==> src/rtl/bcd_display_ctrl.sv <==
// Binary-to-BCD display controller: captures a 14-bit value, converts it with
// shift-add-3 over 14 cycles, then updates the digit outputs. Macro BCD_DISPLAY_CTRL_SAT_EN saturates overflow to 9999.
module bcd_display_ctrl (
  input  logic        clk,
  input  logic        rst,
  input  logic [13:0] bin_in,
  input  logic        bin_valid,
  output logic        bin_ready,
  input  logic [3:0]  dp_sel,
  output logic [3:0]  hex_0_out,
  output logic [3:0]  hex_1_out,
  output logic [3:0]  hex_2_out,
  output logic [3:0]  hex_3_out,
  output logic [3:0]  dp_out,
  output logic        busy,
  output logic        ovf
);

  typedef enum logic [1:0] {
    IDLE  = 2'd0,
    SHIFT = 2'd1,
    DONE  = 2'd2
  } state_t;

  localparam logic [3:0]  LAST_ITER = 4'd13;
  localparam logic [13:0] MAX_SHOWN = 14'd9999;

  state_t      state;
  logic [3:0]  iter_cnt;
  logic [13:0] bin_cap;
  logic [3:0]  dp_cap;
  logic [19:0] bcd;

  logic [19:0] bcd_adj;
  logic [3:0]  bit_idx;
  logic        next_bit;
  logic        res_ovf;
  logic [15:0] res_hex;
  logic [3:0]  res_dp;

  function automatic logic [3:0] add3(input logic [3:0] d);
    return (d >= 4'd5) ? d + 4'd3 : d;
  endfunction

  assign bin_ready = (state == IDLE);
  assign busy      = ~bin_ready;

  always_comb begin
    bcd_adj  = {add3(bcd[19:16]), add3(bcd[15:12]), add3(bcd[11:8]),
                add3(bcd[7:4]), add3(bcd[3:0])};
    bit_idx  = LAST_ITER - iter_cnt;
    next_bit = bin_cap[bit_idx];
  end

  // Fifth BCD digit is dropped in the wrapping build; ovf still reports it.
  always_comb begin
    res_ovf = (bin_cap > MAX_SHOWN);
    res_hex = bcd[15:0];
    res_dp  = dp_cap;
`ifdef BCD_DISPLAY_CTRL_SAT_EN
    if (res_ovf) begin
      res_hex = 16'h9999;
      res_dp  = 4'b1111;
    end
`endif
  end

  always_ff @(posedge clk or negedge rst) begin
    if (!rst) begin
      state     <= IDLE;
      iter_cnt  <= 4'd0;
      bin_cap   <= 14'd0;
      dp_cap    <= 4'd0;
      bcd       <= 20'd0;
      hex_0_out <= 4'd0;
      hex_1_out <= 4'd0;
      hex_2_out <= 4'd0;
      hex_3_out <= 4'd0;
      dp_out    <= 4'd0;
      ovf       <= 1'b0;
    end else begin
      case (state)
        IDLE: begin
          if (bin_valid) begin
            bin_cap  <= bin_in;
            dp_cap   <= dp_sel;
            bcd      <= 20'd0;
            iter_cnt <= 4'd0;
            state    <= SHIFT;
          end
        end
        SHIFT: begin
          bcd <= {bcd_adj[18:0], next_bit};
          if (iter_cnt == LAST_ITER) begin
            state <= DONE;
          end else begin
            iter_cnt <= iter_cnt + 4'd1;
          end
        end
        DONE: begin
          hex_0_out <= res_hex[3:0];
          hex_1_out <= res_hex[7:4];
          hex_2_out <= res_hex[11:8];
          hex_3_out <= res_hex[15:12];
          dp_out    <= res_dp;
          ovf       <= res_ovf;
          iter_cnt  <= 4'd0;
          state     <= IDLE;
        end
        default: begin
          iter_cnt <= 4'd0;
          state    <= IDLE;
        end
      endcase
    end
  end

endmodule

==> config.mk <==
export PLATFORM = sky130hd
export DESIGN_NAME = bcd_display_ctrl
export DESIGN_NICKNAME = d
export VERILOG_FILES = /design/src/rtl/bcd_display_ctrl.sv
export SDC_FILE = /design/constraint.sdc
export NUM_CORES = 1
export LEC_CHECK = 0
export ABC_AREA = 1
export CAP_MARGIN = 20
export CORE_UTILIZATION = 58
export DETAILED_ROUTE_END_ITERATION = 6
export PLACE_DENSITY_LB_ADDON = 0.15
export SETUP_SLACK_MARGIN = 0.05
export SLEW_MARGIN = 40
export SYNTH_ARGS = -nofsm -noshare
export SYNTH_HDL_FRONTEND = slang
export SYNTH_SLANG_ARGS = --single-unit
==> constraint.sdc <==
create_clock -name clk -period 2.7 [get_ports clk]
set_input_delay 0.54 -clock clk [delete_from_list [all_inputs] [get_ports clk]]
set_output_delay 0.54 -clock clk [all_outputs]
set_load 0.05 [all_outputs]
==> results of run 1 <==
-- routing by layer --
metal  GRT usage [%]  part of all wire [%]
met2            41.2                    49
met3            6.22                   4.6
met5               0                     0
met1            32.1                    46
met4            8.50                  0.87
-- cells by family after synthesis --
logic type | count (synthesis) | share of synthesized area, %
simple gates | 127 | 18.4
flops | 61 | 52.8
compound gates | 74 | 13.9
fa+ha+maj | 12 | 5.20
xor+xnor | 6 | 1.82
mux | 1 | 0.390
buf+inv | 50 | 7.41
-- state kept, by name (all words and copies together) (netlist names) --
register   count
bcd           16
bin_cap       14
dp_cap         4
dp_out         4
hex_0_out      4
hex_1_out      4
hex_2_out      4
hex_3_out      4
iter_cnt       4
ovf            1
state          2
-- Yosys cell counts --
cell type	instances
ha_1	12
inv_2	2
inv_1	36
nand2_2	1
xnor2_1	2
xor2_1	4
buf_2	7
nor2_1	4
mux2_2	1
o21ai_2	1
a21oi_1	9
o21ai_1	7
nand2_1	97
o22ai_2	3
clkbuf_1	2
inv_4	1
nor2_2	1
o21ai_0	52
dfrtp_1	61
o31ai_1	2
nor2_4	1
nand3_1	22
buf_6	2
nor2_8	1
-- worst min-delay path by stage --
stage,depth (start not counted),end,from,slack [ps]
floorplan,0,bcd[0]$_DFFE_PN0P_,rst,240
finish,2,dp_cap[2]$_DFFE_PN0P_,rst,280
global route,2,dp_out[1]$_DFFE_PN0N_,rst,320
detailed placement,2,bin_cap[0]$_DFFE_PN0P_,bin_cap[0]$_DFFE_PN0P_,460
CTS,2,dp_out[2]$_DFFE_PN0N_,rst,390
global placement,2,bin_cap[2]$_DFFE_PN0P_,bin_cap[2]$_DFFE_PN0P_,460
-- metrics by stage --
| stage | power (mW) | util (%) |
|---|---|---|
| floorplan | 3.41 | - |
| detailed placement | 4.09 | 70.7 |
| global placement | 3.97 | 70.7 |
| global route | 5.12 | 73.9 |
| CTS | 4.74 | 73.8 |
| finish | 4.73 | 73.9 |
-- where the power goes --
part | switching, mW | leakage (nW) | internal (mW)
sequential | 0.317 | 0.736 | 1.35
combinational | 1.57 | 0.917 | 0.858
clock | 0.318 | 0.0788 | 0.318
-- layout make-up --
class	instances	area share, %
repair buffers	47	13.1
clock inverters	3	0.427
clock buffers	11	3.74
well taps	67	2.39
inverters	39	4.24
flip-flops and latches	61	43.4
multi-input cells	220	32.7
==> metrics.txt, run 1 <==
Remaining DRCs 0; input/output buffers 43; Total GRT Usage about a quarter; Crit path buffers/inverters 1; crit path max fanout 3; Worst-Skew Late Latency 330 ps; period utilization 84.5%; Antenna diodes 0; worst flop-to-flop path endpoint bcd[0]$_DFFE_PN0P_; min cycle time layout 2280 ps; leakage approximately 1.7 nW; FF-to-FF Start iter_cnt[1]$_DFFE_PN0P_; fillers 373; maximum clock path buffer count 2; distinct cell type count after synthesis 24; drt wl/cell 12.8 um; CTS root buf clkbuf_8; Pwr Density 1350 nW/um^2; Seq/Total Area, Yosys 52.8%; RSZ-0062 raised after global routing no; worst setup margin between 400 and 500 ps; CP Capture Point bin_ready; most frequent cells in the layout 97 x nand2_1, 61 x dfrtp_1, 52 x o21ai_0; Initial Util 60.8%; drt via density around 5.2; total area of sequential cells 1530 sq um; register bit total from synthesis 61; Post-Place Cells 434; leading cell type in the layout, fill and taps excluded nand2_1; WL final 5.76 mm; Worst Setup End Kind output port; DP Area 3360 sq um; Multi-input gate area about 1100 sq um; TritonCTS Buffers 9; Finish-stage setup viols 0; area share of the largest cell type after synthesis 52.8%; mapped cell area 2890 sq um; number of nets with antenna violations after routing 0; count of final hold-check violations 0; initial antenna violation count 0; syn avg cell area about 8.7 sq um; WS Path Type reg2out; top cell type by total area after synthesis dfrtp_1; TritonRoute pass-1 iters 4; Die W 72.6 um; Syn. warnings 0; Clock Pin Slew Worst Setup and Hold Paths 60 ps; status finished, final reports clean; pin count of the biggest net entering global routing 62; Required @ worst endpoint 2160 ps; Slew Limit Headroom 64.3%; Final Max Slew Viols 0; H-tree depth 3; Syn Nets 364; Startpoint Class register; setup TNS 0 ps; drt initial violations between 150 and 200; final instance count without filler cells 448; Die Ht 72.6 um; post_cts resized 0; clock skew about 5.4 ps; CP top delay family buffers and inverters; CP Launch Point state[1]$_DFFE_PN0P_; CTS tree done; CP Cell Sequence nor2_4 -> clkdlybuf4s50_1; Mapped Cells 331; Fmax 438 MHz; Post-CTS Setup Bufs 0; area grow syn2layout 21.6%; first-pass GRT wire length 9.92 mm; Final nets 411; via count 2310; layout cells sized above 1 7.61%; top cells by area, synth dfrtp_1 53%, nand2_1 13%, o21ai_0 9.0%; CTS Sinks 61; Slowest-stage cell, CP clkdlybuf4s50_1; Max-Cap Viols 0; CP Depth 2; Hold Crit Class in2async; io pins 44; die area 5270 sq um; DP HPWL 3.97 mm; Congestion Overflow GR 0; worst r2r path cells 10; core area about 4800 sq um; R2R setup slack 1100 ps; CTS Hold Bufs 0; vias in the first global route 2211; pre-CTS setup slack a little over 700 ps; Final GP Congestion 0.782; Critical Path AT about 1700 ps; WHS 284 ps; maximum vdd ir drop 0.000805 V; Tightest Pin Transition roughly 530 ps; Rows 25; slowest stage delay, CP between 800 and 900 ps; cell area after layout roughly 3500 sq um
No activity file was read; power rests on OpenSTA's default activity.
==> run 2: changes to the inputs <==
- CORE_UTILIZATION: 58 -> 48
- clock period: 2.7 -> 1.94 ns (I/O delays scaled with it)
==> metrics.txt, run 2 (synthesis gave the netlist of run 1 again) <==
initial antenna violation count 0 (unchanged); Top Layer Used met4 (unchanged); io pins 44 (unchanged); input/output buffers 43 (unchanged); Die Ht 79.6 um (was 72.6 um); vias in the first global route 2191 (was 2211); Final GP Congestion 0.787 (was 0.782); Finish-stage setup viols 0 (unchanged); final instance count without filler cells 457 (was 448); Remaining DRCs 0 (unchanged); Slew Limit Headroom 66.3% (was 64.3%); pre-CTS setup slack 283 ps (was 727 ps); CP top delay family buffers and inverters (unchanged); Initial Util 51.2% (was 60.8%); setup TNS 0 ps (unchanged); slowest stage delay, CP 540 ps (was 840 ps); drt via density 4.99 (was 5.16); CTS Hold Bufs 0 (unchanged); Hold Crit Class in2async (unchanged); CTS Sinks 61 (unchanged); CP Cell Sequence dlygate4sd2_1 (was nor2_4 -> clkdlybuf4s50_1); failing checks hold timing; pin count of the biggest net entering global routing 45 (was 62); worst setup margin 325 ps (was 419 ps); Antenna diodes 0 (unchanged); die area 6330 sq um (was 5270 sq um); Total GRT Usage 20.7% (was 24.9%); Worst-Skew Late Latency 330 ps (about the same); status finished with violations (was finished, final reports clean); Reg with most FFs bcd (unchanged); routed wl met2 2.65 mm (was 2.81 mm); CTS tree done (unchanged); count of final hold-check violations 14 (was 0); Post-CTS Setup Bufs 0 (unchanged); leading cell type in the layout, fill and taps excluded nand2_1 (unchanged); Critical Path AT 1230 ps (was 1740 ps); worst flop-to-flop path endpoint bcd[0]$_DFFE_PN0P_ (unchanged); fillers 504 (was 373); leakage 1.90 nW (was 1.73 nW); worst r2r path cells 7 (was 10); clock skew 4.80 ps (was 5.39 ps); drt wl/cell 12.8 um (about the same); R2R setup slack 500 ps (was 1100 ps); WL met3 264 um (was 263 um); Pwr Density 1840 nW/um^2 (was 1350 nW/um^2); WL final 5.85 mm (was 5.76 mm); layout cells sized above 1 9.35% (was 7.61%); total power 6.64 mW (was 4.73 mW); Post-Place Cells 442 (was 434); CP Launch Point hex_0_out[0]$_DFFE_PN0N_ (was state[1]$_DFFE_PN0P_); core area 5640 sq um (was 4750 sq um); crit path max fanout 2 (was 3); TritonRoute pass-1 iters 4 (unchanged); Final nets 414 (was 411); Slowest-stage cell, CP dlygate4sd2_1 (was clkdlybuf4s50_1); M1 WL 2.86 mm (was 2.63 mm); CTS root buf clkbuf_8 (unchanged); FF-to-FF Start iter_cnt[0]$_DFFE_PN0P_ (was iter_cnt[1]$_DFFE_PN0P_); post_cts resized 7 (was 0); DP HPWL 4.08 mm (was 3.97 mm); maximum vdd ir drop 0.000942 V (was 0.000805 V); Max-Cap Viols 0 (unchanged); Clock Pin Slew Worst Setup and Hold Paths 60 ps (about the same); Worst Setup End Kind output port (unchanged); Die W 79.6 um (was 72.6 um); Tightest Pin Transition 504 ps (was 534 ps); Final Max Slew Viols 0 (unchanged); Rows 27 (was 25); area grow syn2layout 24.6% (was 21.6%); maximum clock path buffer count 2 (unchanged); WHS -9.43 ps (was 284 ps); RSZ-0062 raised after global routing no (unchanged); via count 2280 (was 2310); TritonCTS Buffers 9 (unchanged); Crit path buffers/inverters 1 (unchanged); first-pass GRT wire length 9.86 mm (was 9.92 mm); H-tree depth 3 (unchanged); most frequent cells in the layout 97 x nand2_1, 61 x dfrtp_1, 52 x o21ai_0 (unchanged); Congestion Overflow GR 0 (unchanged); number of nets with antenna violations after routing 0 (unchanged); top flop regs bcd (16), bin_cap (14) (unchanged); period utilization 83.3%; max reg flops 16 (unchanged); Fmax around 620 MHz; drt initial violations 112 (was 172); Required @ worst endpoint 1550 ps (was 2160 ps); Startpoint Class register (unchanged); min cycle time layout 1620 ps; WS Path Type reg2out (unchanged)
## run 2: area by class of cell
class / instances / area [sq um] / share of cell area (%)
timing repair buffer: 50 / 507 / 14.1
clock buffer: 14 / 173 / 4.80
multi-input combinational: 220 / 1150 / 31.9
inverter: 39 / 149 / 4.14
clock inverter: 1 / 5.00 / 0.139
tap: 72 / 90.1 / 2.50
sequential: 61 / 1530 / 42.4
## run 2: report_power, final
part           total [mW]  internal, mW  switching, mW
clock                1.01         0.560          0.447
combinational        3.34          1.15           2.19
sequential           2.29          1.88          0.409
## run 2: how the worst max path moves through the flow
stage                          endpoint  depth (start not counted)
floorplan           bcd[12]$_DFFE_PN0P_                          7
global placement     bcd[5]$_DFFE_PN0P_                          6
global route               hex_3_out[3]                          1
CTS                        hex_2_out[0]                          1
finish                     hex_0_out[0]                          1
detailed placement   bcd[1]$_DFFE_PN0P_                          6
## run 2: through the flow
step	area, sq um	utilization [%]
floorplan	2890	-
global placement	3400	60.2
detailed placement	3400	60.2
CTS	3570	63.2
global route	3600	63.8
finish	3600	63.8
## run 2: per-layer routing
metal	global-route usage (%)	vias to the layer above
li1	-	1166
met1	28.2	1057
met2	31.2	50
met3	6.29	7
met4	7.64	0
met5	0	-
